[config.mk]
export PLATFORM = sky130hd
export DESIGN_NAME = sw_input_conditioner
export DESIGN_NICKNAME = d
export VERILOG_FILES = /design/src/rtl/sw_input_conditioner.sv
export SDC_FILE = /design/constraint.sdc
export NUM_CORES = 1
export LEC_CHECK = 0
export ABC_AREA = 0
export CAP_MARGIN = 30
export CORE_UTILIZATION = 50
export DETAILED_ROUTE_END_ITERATION = 16
export PLACE_DENSITY = 0.7
export SYNTH_ARGS = -nofsm -noshare
export SYNTH_HDL_FRONTEND = slang
export SYNTH_SLANG_ARGS = --single-unit
export TNS_END_PERCENT = 20
[constraint.sdc]
create_clock -name iSysClk -period 15.65 [get_ports iSysClk]
set_clock_uncertainty 0.15 [all_clocks]
set_input_delay 3.13 -clock iSysClk [delete_from_list [all_inputs] [get_ports iSysClk]]
set_output_delay 3.13 -clock iSysClk [all_outputs]
set_load 0.05 [all_outputs]
[src/rtl/sw_input_conditioner.sv]
// Multi-channel switch/button conditioner: sync, polarity, debounce,
// edge pulses, press-toggle latch and long-press detect per channel.
module sw_input_conditioner #(
    parameter int unsigned          CH          = 8,
    parameter int unsigned          SYNC_STAGES = 2,
    parameter logic [CH-1:0]        INV_MASK    = '0,
    parameter int unsigned          DB_CYCLES   = 50000,
    parameter longint unsigned      LONG_CYCLES = 64'd50000000
) (
    input  logic          iSysClk,
    input  logic          iSysRst,
    input  logic [CH-1:0] iSw,
    input  logic [CH-1:0] iClrToggle,
    output logic [CH-1:0] oLevel,
    output logic [CH-1:0] oRise,
    output logic [CH-1:0] oFall,
    output logic [CH-1:0] oToggle,
    output logic [CH-1:0] oLong
);

    localparam int DB_W   = $clog2(DB_CYCLES + 1);
    localparam int LONG_W = $clog2(LONG_CYCLES + 1);

    localparam logic [DB_W-1:0]   DB_LAST   = DB_W'(DB_CYCLES - 1);
    localparam logic [LONG_W-1:0] LONG_LAST = LONG_W'(LONG_CYCLES - 1);
    localparam logic [LONG_W-1:0] LONG_SAT  = LONG_W'(LONG_CYCLES);

    logic [SYNC_STAGES-1:0][CH-1:0] r_sync;
    logic [DB_W-1:0]                r_dbcnt [CH];
    logic [LONG_W-1:0]              r_hold  [CH];

    logic [CH-1:0] r_level;
    logic [CH-1:0] r_rise;
    logic [CH-1:0] r_fall;
    logic [CH-1:0] r_toggle;
    logic [CH-1:0] r_long;

    logic [CH-1:0] w_sync;
    logic [CH-1:0] w_db_hit;
    logic [CH-1:0] w_rise;
    logic [CH-1:0] w_fall;
    logic [CH-1:0] w_long_hit;

    always_comb begin
        w_sync     = r_sync[SYNC_STAGES-1];
        w_db_hit   = '0;
        w_long_hit = '0;
        for (int ch = 0; ch < int'(CH); ch++) begin
            w_db_hit[ch]   = (w_sync[ch] != r_level[ch]) &&
                             (r_dbcnt[ch] == DB_LAST);
            w_long_hit[ch] = r_level[ch] && (r_hold[ch] == LONG_LAST);
        end
        w_rise = w_db_hit & w_sync;
        w_fall = w_db_hit & ~w_sync;
    end

    always_ff @(posedge iSysClk or posedge iSysRst) begin
        if (iSysRst) begin
            r_sync   <= '0;
            r_level  <= '0;
            r_rise   <= '0;
            r_fall   <= '0;
            r_toggle <= '0;
            r_long   <= '0;
            for (int ch = 0; ch < int'(CH); ch++) begin
                r_dbcnt[ch] <= '0;
                r_hold[ch]  <= '0;
            end
        end else begin
            // Polarity is corrected before the first synchroniser flop.
            r_sync   <= {r_sync[SYNC_STAGES-2:0], iSw ^ INV_MASK};
            r_level  <= r_level ^ w_db_hit;
            r_rise   <= w_rise;
            r_fall   <= w_fall;
            r_toggle <= (r_toggle ^ w_rise) & ~iClrToggle;
            r_long   <= w_long_hit;
            for (int ch = 0; ch < int'(CH); ch++) begin
                if ((w_sync[ch] == r_level[ch]) || w_db_hit[ch])
                    r_dbcnt[ch] <= '0;
                else
                    r_dbcnt[ch] <= r_dbcnt[ch] + DB_W'(1);

                // Parking one past the threshold blocks a repeat pulse.
                if (!r_level[ch])
                    r_hold[ch] <= '0;
                else if (r_hold[ch] != LONG_SAT)
                    r_hold[ch] <= r_hold[ch] + LONG_W'(1);
            end
        end
    end

    assign oLevel  = r_level;
    assign oRise   = r_rise;
    assign oFall   = r_fall;
    assign oToggle = r_toggle;
    assign oLong   = r_long;

endmodule

==> flow_summary.toml, run 1 <==
[yosys]
synth-simple-area-share = 0.279
synth-main-ff-cell = "dfrtp_1"
muxShareOfSynthArea = 0.0211
syn-num-nets = 2027
synth-warning-count = 0
synth_xor_area_frac = 0.0884
ys_top_cells_by_area = "dfrtp_1 (51%), xnor2_1 (5.3%), nor2_1 (4.5%)"
async_flop_share = 1.00
yosysTopAreaCellShare = 0.508
yosys_register_bits = 392
yosysSeqAreaShare = 0.508
syn_area_um2 = 19300
synth_fa_ha_area_frac = 0.0155
synth_top_family_by_area = "simple AND/OR/NAND/NOR gates"
syn-mean-instance-area_um2 = 9.73
synth_edf_count = 0
synth_cell_types = 49
synth_compound_area_frac = 0.0628
synth_top_area_cell = "dfrtp_1"
synthCells = 1985

[critical_path]
path_cells = "clkdlybuf4s50_1"
start_kind = "flip-flop"
required_ns = 12.37
cp-end-kind = "output port"
worst-path-buf-inv = 1
slowest_stage = "clkdlybuf4s50_1"
slowest_delay_ns = 0.91
crit_family = "buffers and inverters"
worstPathArrival_ns = 2.12
crit_fanout = 18
critPathKind = "reg -> out"

[floorplanning]
ios = 58
num_rows = 71
initial_core_util = 0.510
die_w_um = 199
die_area_um2 = 39400
core_region_area_um2 = 37800
fp.dieH_um = 199

[timing]
layout_worst_path_cycle_share = 0.345
slew_headroom = 0.341
setup_violations = 0
rsz0062_at_grt = "false"
hold_violations = 0
fin_setup_tns_ns = 0
finalMaxSlewViolations = 0
tightestPinTransition_ns = 0.988
period_minus_slack_ns = 5.40
max_freq_mhz = 185
whs_ns = 0.195

[final_layout]
final_cells = 2576
fill_cells = 3292
diodes = 0
final_common_cell = "dfrtp_1"
fin_util = 0.575
final_cell_mix = "dfrtp_1 (392), nor2_1 (229), nand2_1 (146), xnor2_1 (117), nand3_1 (113)"
num-nets-final = 2074
syn_to_final_growth_pct = 12.7
drive_gt1_frac = 0.0484

[drt]
routed_via_density = 5.65
vias = 14600
drt_iter0_markers = 829
dr.pass1.iters = 7
wl_per_cell_um = 14.5
finalWirelength_mm = 37.2
antenna_left = 0
drc = 0

[clocking]
post_cts_buffers = 0
clk_path_buf_depth = 3
cts_tree = "done"
postCtsHoldBufs = 0
cts_made_buffers = 44
clock-sinks = 392
clk_pin_slew_worst_paths_ns = 0.06
htreeDepth = 2
cts_resized = 0
insertion_delay_ns = 0.57
clockRootBuffer = "clkbuf_16"

[global_route]
antenna_found_initial = 0
grt_pass1_vias = 14100
grt.total_usage = 0.198
grt_pass1_wl_mm = 65.7
gr-total-overflow = 0
grt_max_degree = 188

[power]
p_per_area_nw_per_um2 = 95.0
leakage_nw = 8.15
p_total_mw = 2.07
ir_drop_v = 0.0000803

[placed_design]
post-dp-hpwl_mm = 23.7
place_congestion = 0.816
portBuffers = 57
dp.cells = 2496

[worst_hold_path]
hp-class = "reg -> reg"

[run]
max_cap_viol_count = 0

[status]
status = "completed"
final timing paths:
path,slack (ns),end,start,cells past startpoint
worst max-delay path,10.25,oLevel[7],flip-flop,1
worst min-delay path,0.20,w_sync[5]$_DFF_PP0_,r_sync[5]$_DFF_PP0_,0
worst max register to register,13.17,r_hold[100]$_DFFE_PP0P_,r_hold[79]$_DFFE_PP0P_,5
worst min register to register,0.20,w_sync[5]$_DFF_PP0_,r_sync[5]$_DFF_PP0_,0
max in group asynchronous,10.90,r_hold[83]$_DFFE_PP0P_,iSysRst,4
min in group asynchronous,2.71,r_dbcnt[66]$_DFF_PP0_,iSysRst,2
cell type report:
class / count / area, um2 / area share
clock buffers: 66 / 1270 / 0.0586
well taps: 511 / 639 / 0.0294
clock inverters: 13 / 128 / 0.00586
repair buffers: 60 / 626 / 0.0287
multi-input cells: 1466 / 9020 / 0.415
flip-flops and latches: 392 / 9810 / 0.451
inverters: 68 / 263 / 0.0121
stage by stage:
stage	instance area [um2]	setup slack, ns
6_report	21800	10.25
3_5_place_dp	20300	10.11
2_1_floorplan	19300	1.47
5_1_grt	21800	10.11
3_3_place_gp	20300	10.12
4_1_cts	21700	10.21
where the power goes:
part           internal (mW)  switching [mW]
clock network          0.595           0.403
registers               1.02         0.00743
logic                 0.0111          0.0301
total                   1.63           0.441
state kept, by name, summed over array words and instances (netlist names), named ones only:
name     count
r_dbcnt    128
oLong        8
oRise        8
r_sync       8
oToggle      8
r_hold     208
oFall        8
w_sync       8
routing by layer:
| layer | vias up | part of all wire | track usage |
|---|---|---|---|
| met5 | - | 0 | 0 |
| met4 | 0 | 0.016 | 0.0541 |
| met3 | 45 | 0.036 | 0.0375 |
| met2 | 209 | 0.46 | 0.318 |
| met1 | 7090 | 0.49 | 0.275 |
| li1 | 7215 | - | - |
Yosys cell counts (53+ instances only):
| cell type | instances |
|---|---|
| nand2_1 | 146 |
| nor4_1 | 59 |
| xor2_1 | 78 |
| nor2_1 | 229 |
| nand4_1 | 101 |
| nor3_1 | 57 |
| or4_1 | 53 |
| dfrtp_1 | 392 |
| or3_1 | 59 |
| xnor2_1 | 117 |
| a21oi_1 | 100 |
| inv_1 | 66 |
| o21ai_0 | 53 |
| nand3_1 | 113 |
| clkbuf_1 | 54 |
kinds of logic (layout without fill, tap and decap cells):
| logic type | count (synthesis) | count (layout) |
|---|---|---|
| AO/OA/AOI/OAI | 212 | 212 |
| buffers and inverters | 127 | 207 |
| adder cells (fa/ha/maj) | 24 | 24 |
| XOR/XNOR | 195 | 195 |
| AND/OR/NAND/NOR | 996 | 996 |
| flip-flops | 392 | 392 |
| multiplexers | 39 | 39 |
Note: power is estimated with default switching activity, not from simulation.
==> run 2, diff against run 1 <==
Clock period 15.65 ns to 5.5 ns, I/O delays scaled along.
==> run 2 against run 1 <==
Effect of this change:
- critical path depth unchanged
- combinational power rose to 2.8 times the previous value
- register-to-register slack lost 10 ns
- setup slack got worse by 8.1 ns
- non-clock buffer count is the same
==> flow_summary.toml, run 2 (synthesis results as in run 1) <==
[global_route]
gr-total-overflow = 0
grt_max_degree = 191
grt.total_usage = 0.197
grt_pass1_wl_mm = 65.6
grt_pass1_vias = 14400
antenna_found_initial = 0

[drt]
antenna_left = 0
drc = 0
routed_via_density = 5.69
dr.pass1.iters = 4
vias = 14700
finalWirelength_mm = 37.4
wl_per_cell_um = 14.5
drt_iter0_markers = 790

[critical_path]
cp-end-kind = "output port"
critPathKind = "reg -> out"
start_kind = "flip-flop"
slowest_delay_ns = 0.90
crit_fanout = 18
required_ns = 4.25
worstPathArrival_ns = 2.10
crit_family = "buffers and inverters"
path_cells = "clkdlybuf4s50_1"
worst-path-buf-inv = 1
slowest_stage = "clkdlybuf4s50_1"

[placed_design]
post-dp-hpwl_mm = 24.2
portBuffers = 57
place_congestion = 0.813

[final_layout]
fin_util = 0.577
largest_reg_flops = 208
reg_top3 = "r_hold (208), r_dbcnt (128)"
syn_to_final_growth_pct = 13.0
drive_gt1_frac = 0.0503
final_cell_mix = "dfrtp_1 (392), nor2_1 (229), nand2_1 (146), xnor2_1 (117), nand3_1 (113)"
num-nets-final = 2074
diodes = 0
final_common_cell = "dfrtp_1"
top_register = "r_hold"

[floorplanning]
die_area_um2 = 39400
initial_core_util = 0.510
num_rows = 71
core_region_area_um2 = 37800
die_w_um = 199
fp.dieH_um = 199
ios = 58

[power]
p_per_area_nw_per_um2 = 274
leakage_nw = 8.18
ir_drop_v = 0.000290

[clocking]
cts_resized = 0
clock-sinks = 392
post_cts_buffers = 0
htreeDepth = 2
clk_pin_slew_worst_paths_ns = 0.06
cts_tree = "done"
postCtsHoldBufs = 0
cts_made_buffers = 44
clk_path_buf_depth = 3
insertion_delay_ns = 0.55
clockRootBuffer = "clkbuf_16"

[worst_hold_path]
hp-class = "reg -> reg"

[timing]
tightestPinTransition_ns = 1.04
slew_headroom = 0.304
period_minus_slack_ns = 3.35
fin_setup_tns_ns = 0
rsz0062_at_grt = "false"
layout_worst_path_cycle_share = 0.610
setup_violations = 0
finalMaxSlewViolations = 0
max_freq_mhz = 298
hold_violations = 0

[status]
status = "completed"

[run]
max_cap_viol_count = 0
==> run 2: cell types whose count changed in the layout (fill, tap and decap cells not counted) <==
cell / before / now
buf_16: 1 / 0
buf_12: 1 / 2
clkinvlp_4: 2 / 3
clkbuf_8: 7 / 15
clkinv_2: 7 / 4
clkinv_4: 0 / 1
clkbuf_1: 14 / 11
inv_8: 1 / 0
inv_6: 2 / 0
==> run 2: power by group <==
| group | internal, mW | switching (mW) |
|---|---|---|
| registers | 2.91 | 0.0207 |
| clock network | 1.80 | 1.15 |
| logic | 0.0308 | 0.0848 |
==> run 2: final cells by class <==
class                           instances  area [um2]
Sequential cell                       392        9810
Multi-Input combinational cell       1466        9020
Timing Repair Buffer                   60         618
Clock inverter                          9         104
Fill cell                            3298       16000
Tap cell                              511         639
Clock buffer                           71        1370
Inverter                               68         259
==> run 2: final timing paths <==
path | from | endpoint | slack, ns | cells past startpoint
max | flip-flop | oLevel[7] | 2.15 | 1
min | r_sync[7]$_DFF_PP0_ | w_sync[7]$_DFF_PP0_ | 0.19 | 0
max reg2reg | r_hold[29]$_DFFE_PP0P_ | r_hold[49]$_DFFE_PP0P_ | 3.00 | 4
min reg2reg | r_sync[7]$_DFF_PP0_ | w_sync[7]$_DFF_PP0_ | 0.19 | 0
max in group asynchronous | iSysRst | r_hold[187]$_DFFE_PP0P_ | 3.09 | 3
min in group asynchronous | iSysRst | r_hold[125]$_DFFE_PP0P_ | 0.74 | 2
==> run 2: worst register-to-register path, cell delays in order, from the launching register on <==
cell and delay [ns]:
dfrtp_1 0.45, nand4_1 0.28, or4_1 0.79, or4_1 0.55, a21oi_1 0.18
==> run 2: through the flow <==
step / setup WS (ns) / instance area, um2 / hold slack [ns] / total power [mW] / cells
after floorplan: -1.02 / 19300 / 0.181 / 3.05 / 1985
after global placement: 2.54 / 20300 / 0.182 / 3.10 / 2497
after detailed placement: 2.52 / 20300 / 0.185 / 3.10 / 2497
after CTS: 2.09 / 21800 / 0.197 / 6.08 / 2577
after global routing: 2.05 / 21800 / 0.201 / 6.21 / 2577
final: 2.15 / 21800 / 0.195 / 5.99 / 2577
==> run 2: metal layers <==
layer	track usage	part of all wire	up-vias
met2	0.334	0.48	208
li1	-	-	7241
met4	0.0644	0.019	0
met1	0.259	0.47	7172
met5	0	0	-
met3	0.0278	0.033	46
==> run 3, diff against run 2 <==
Settings changed: PLACE_DENSITY 0.7 to 0.73.
Clock period 5.5 ns to 2.9 ns, I/O delays scaled along.
==> run 3 against run 2 <==
Effect of this change:
- first-iteration DRC count is 21% higher
- design area is 0.43% higher
- combinational power increased by 97%
- sequential share of layout area fell by 0.19 points
- final cell count about the same
- wire length grew 1.8%
- register-to-register slack got worse by 2.6 ns
- global-route usage increased by 0.60 points
- worst hold slack better by 0.0018 ns
- power increased by 91%
- setup slack got worse by 2.0 ns
==> flow_summary.toml, run 3 (synthesis results as in run 1) <==
[status]
status = "completed"

[timing]
period_minus_slack_ns = 2.80
finalMaxSlewViolations = 0
fin_setup_tns_ns = 0
setup_ws_ns = 0.103
slew_headroom = 0.476
max_freq_mhz = 358
rsz0062_at_grt = "false"
setup_violations = 0
layout_worst_path_cycle_share = 0.964
tightestPinTransition_ns = 0.785
hold_violations = 0

[final_layout]
syn_to_final_growth_pct = 13.5
drive_gt1_frac = 0.0546
regArea_um2 = 9810
fill_cells = 3301
fin_util = 0.579
finalInstanceArea_um2 = 21900
reg_top3 = "r_hold (208), r_dbcnt (128)"
multi_input_area_um2 = 9020
largest_reg_flops = 208
diodes = 0
top_register = "r_hold"
final_common_cell = "dfrtp_1"
final_cell_mix = "dfrtp_1 (392), nor2_1 (229), nand2_1 (146), xnor2_1 (117), nand3_1 (113)"
num-nets-final = 2080

[critical_path]
cp-end-kind = "output port"
crit_end = "oLevel[0]"
cp.depth = 1
path_cells = "clkdlybuf4s50_1"
r2r_start = "r_hold[78]$_DFFE_PP0P_"
required_ns = 2.17
crit_fanout = 15
worstPathArrival_ns = 2.07
r2r-end = "r_hold[100]$_DFFE_PP0P_"
critPathKind = "reg -> out"
rr_worst_depth = 5
slowest_stage = "clkdlybuf4s50_1"
start_kind = "flip-flop"
crit_family = "buffers and inverters"
slowest_delay_ns = 0.90
reg2reg_slack_ns = 0.44
worst-path-buf-inv = 1

[clocking]
clock-sinks = 392
insertion_delay_ns = 0.56
cts_made_buffers = 43
cts_resized = 0
clk_path_buf_depth = 3
htreeDepth = 2
postCtsHoldBufs = 0
post_cts_buffers = 0
clockRootBuffer = "clkbuf_16"
cts_tree = "done"
clk_pin_slew_worst_paths_ns = 0.06

[placed_design]
portBuffers = 57
post-dp-hpwl_mm = 24.9
pre_cts_ws_ns = 0.461
place_congestion = 0.833
place_area_um2 = 20400

[drt]
wl_per_cell_um = 14.8
drt_iter0_markers = 955
drc = 0
vias = 14800
routed_via_density = 5.73
dr.pass1.iters = 6
finalWirelength_mm = 38.1
antenna_left = 0

[global_route]
antenna_found_initial = 0
grt_pass1_wl_mm = 67.2
grt_pass1_vias = 14600
gr-total-overflow = 0
grt_max_degree = 107
grt.total_usage = 0.203

[floorplanning]
initial_core_util = 0.510
die_area_um2 = 39400
core_region_area_um2 = 37800
ios = 58
fp.dieH_um = 199
die_w_um = 199
num_rows = 71

[power]
ir_drop_v = 0.000423
leakage_nw = 8.28
p_per_area_nw_per_um2 = 522
p_total_mw = 11.4

[worst_hold_path]
hp-class = "reg -> reg"

[run]
max_cap_viol_count = 0
## run 3: final cells by class
cell class / count / share of cell area
Tap cell: 511 / 0.0292
Sequential cell: 392 / 0.448
Timing Repair Buffer: 67 / 0.0325
Inverter: 68 / 0.0118
Clock inverter: 14 / 0.00776
Multi-Input combinational cell: 1466 / 0.412
Clock buffer: 61 / 0.0596
## run 3: metrics by stage
step	cells	hold WS, ns
5_1_grt	2579	0.201
4_1_cts	2579	0.199
3_3_place_gp	2504	0.184
3_5_place_dp	2504	0.185
6_report	2579	0.197
2_1_floorplan	1985	0.181
## run 3: report_power, final
part / leakage [nW] / total, mW / switching, mW / internal [mW]
clock network: 0.741 / 5.66 / 2.19 / 3.47
registers: 5.42 / 5.55 / 0.0401 / 5.51
logic: 2.12 / 0.228 / 0.161 / 0.0667
## run 3: worst min-delay path by stage
stage                        start             endpoint  cells after the start
2_1_floorplan  r_sync[0]$_DFF_PP0_  w_sync[0]$_DFF_PP0_                      0
3_3_place_gp   r_sync[5]$_DFF_PP0_  w_sync[5]$_DFF_PP0_                      0
3_5_place_dp   r_sync[0]$_DFF_PP0_  w_sync[0]$_DFF_PP0_                      0
4_1_cts        r_sync[0]$_DFF_PP0_  w_sync[0]$_DFF_PP0_                      0
5_1_grt        r_sync[0]$_DFF_PP0_  w_sync[0]$_DFF_PP0_                      0
6_report       r_sync[0]$_DFF_PP0_  w_sync[0]$_DFF_PP0_                      0
## run 3: layer usage
layer | routed length [um] | vias to the layer above | track usage
li1 | - | 7241 | -
met1 | 17500 | 7271 | 0.262
met2 | 18700 | 199 | 0.349
met3 | 1230 | 54 | 0.0348
met4 | 737 | 0 | 0.0575
met5 | 0 | - | 0
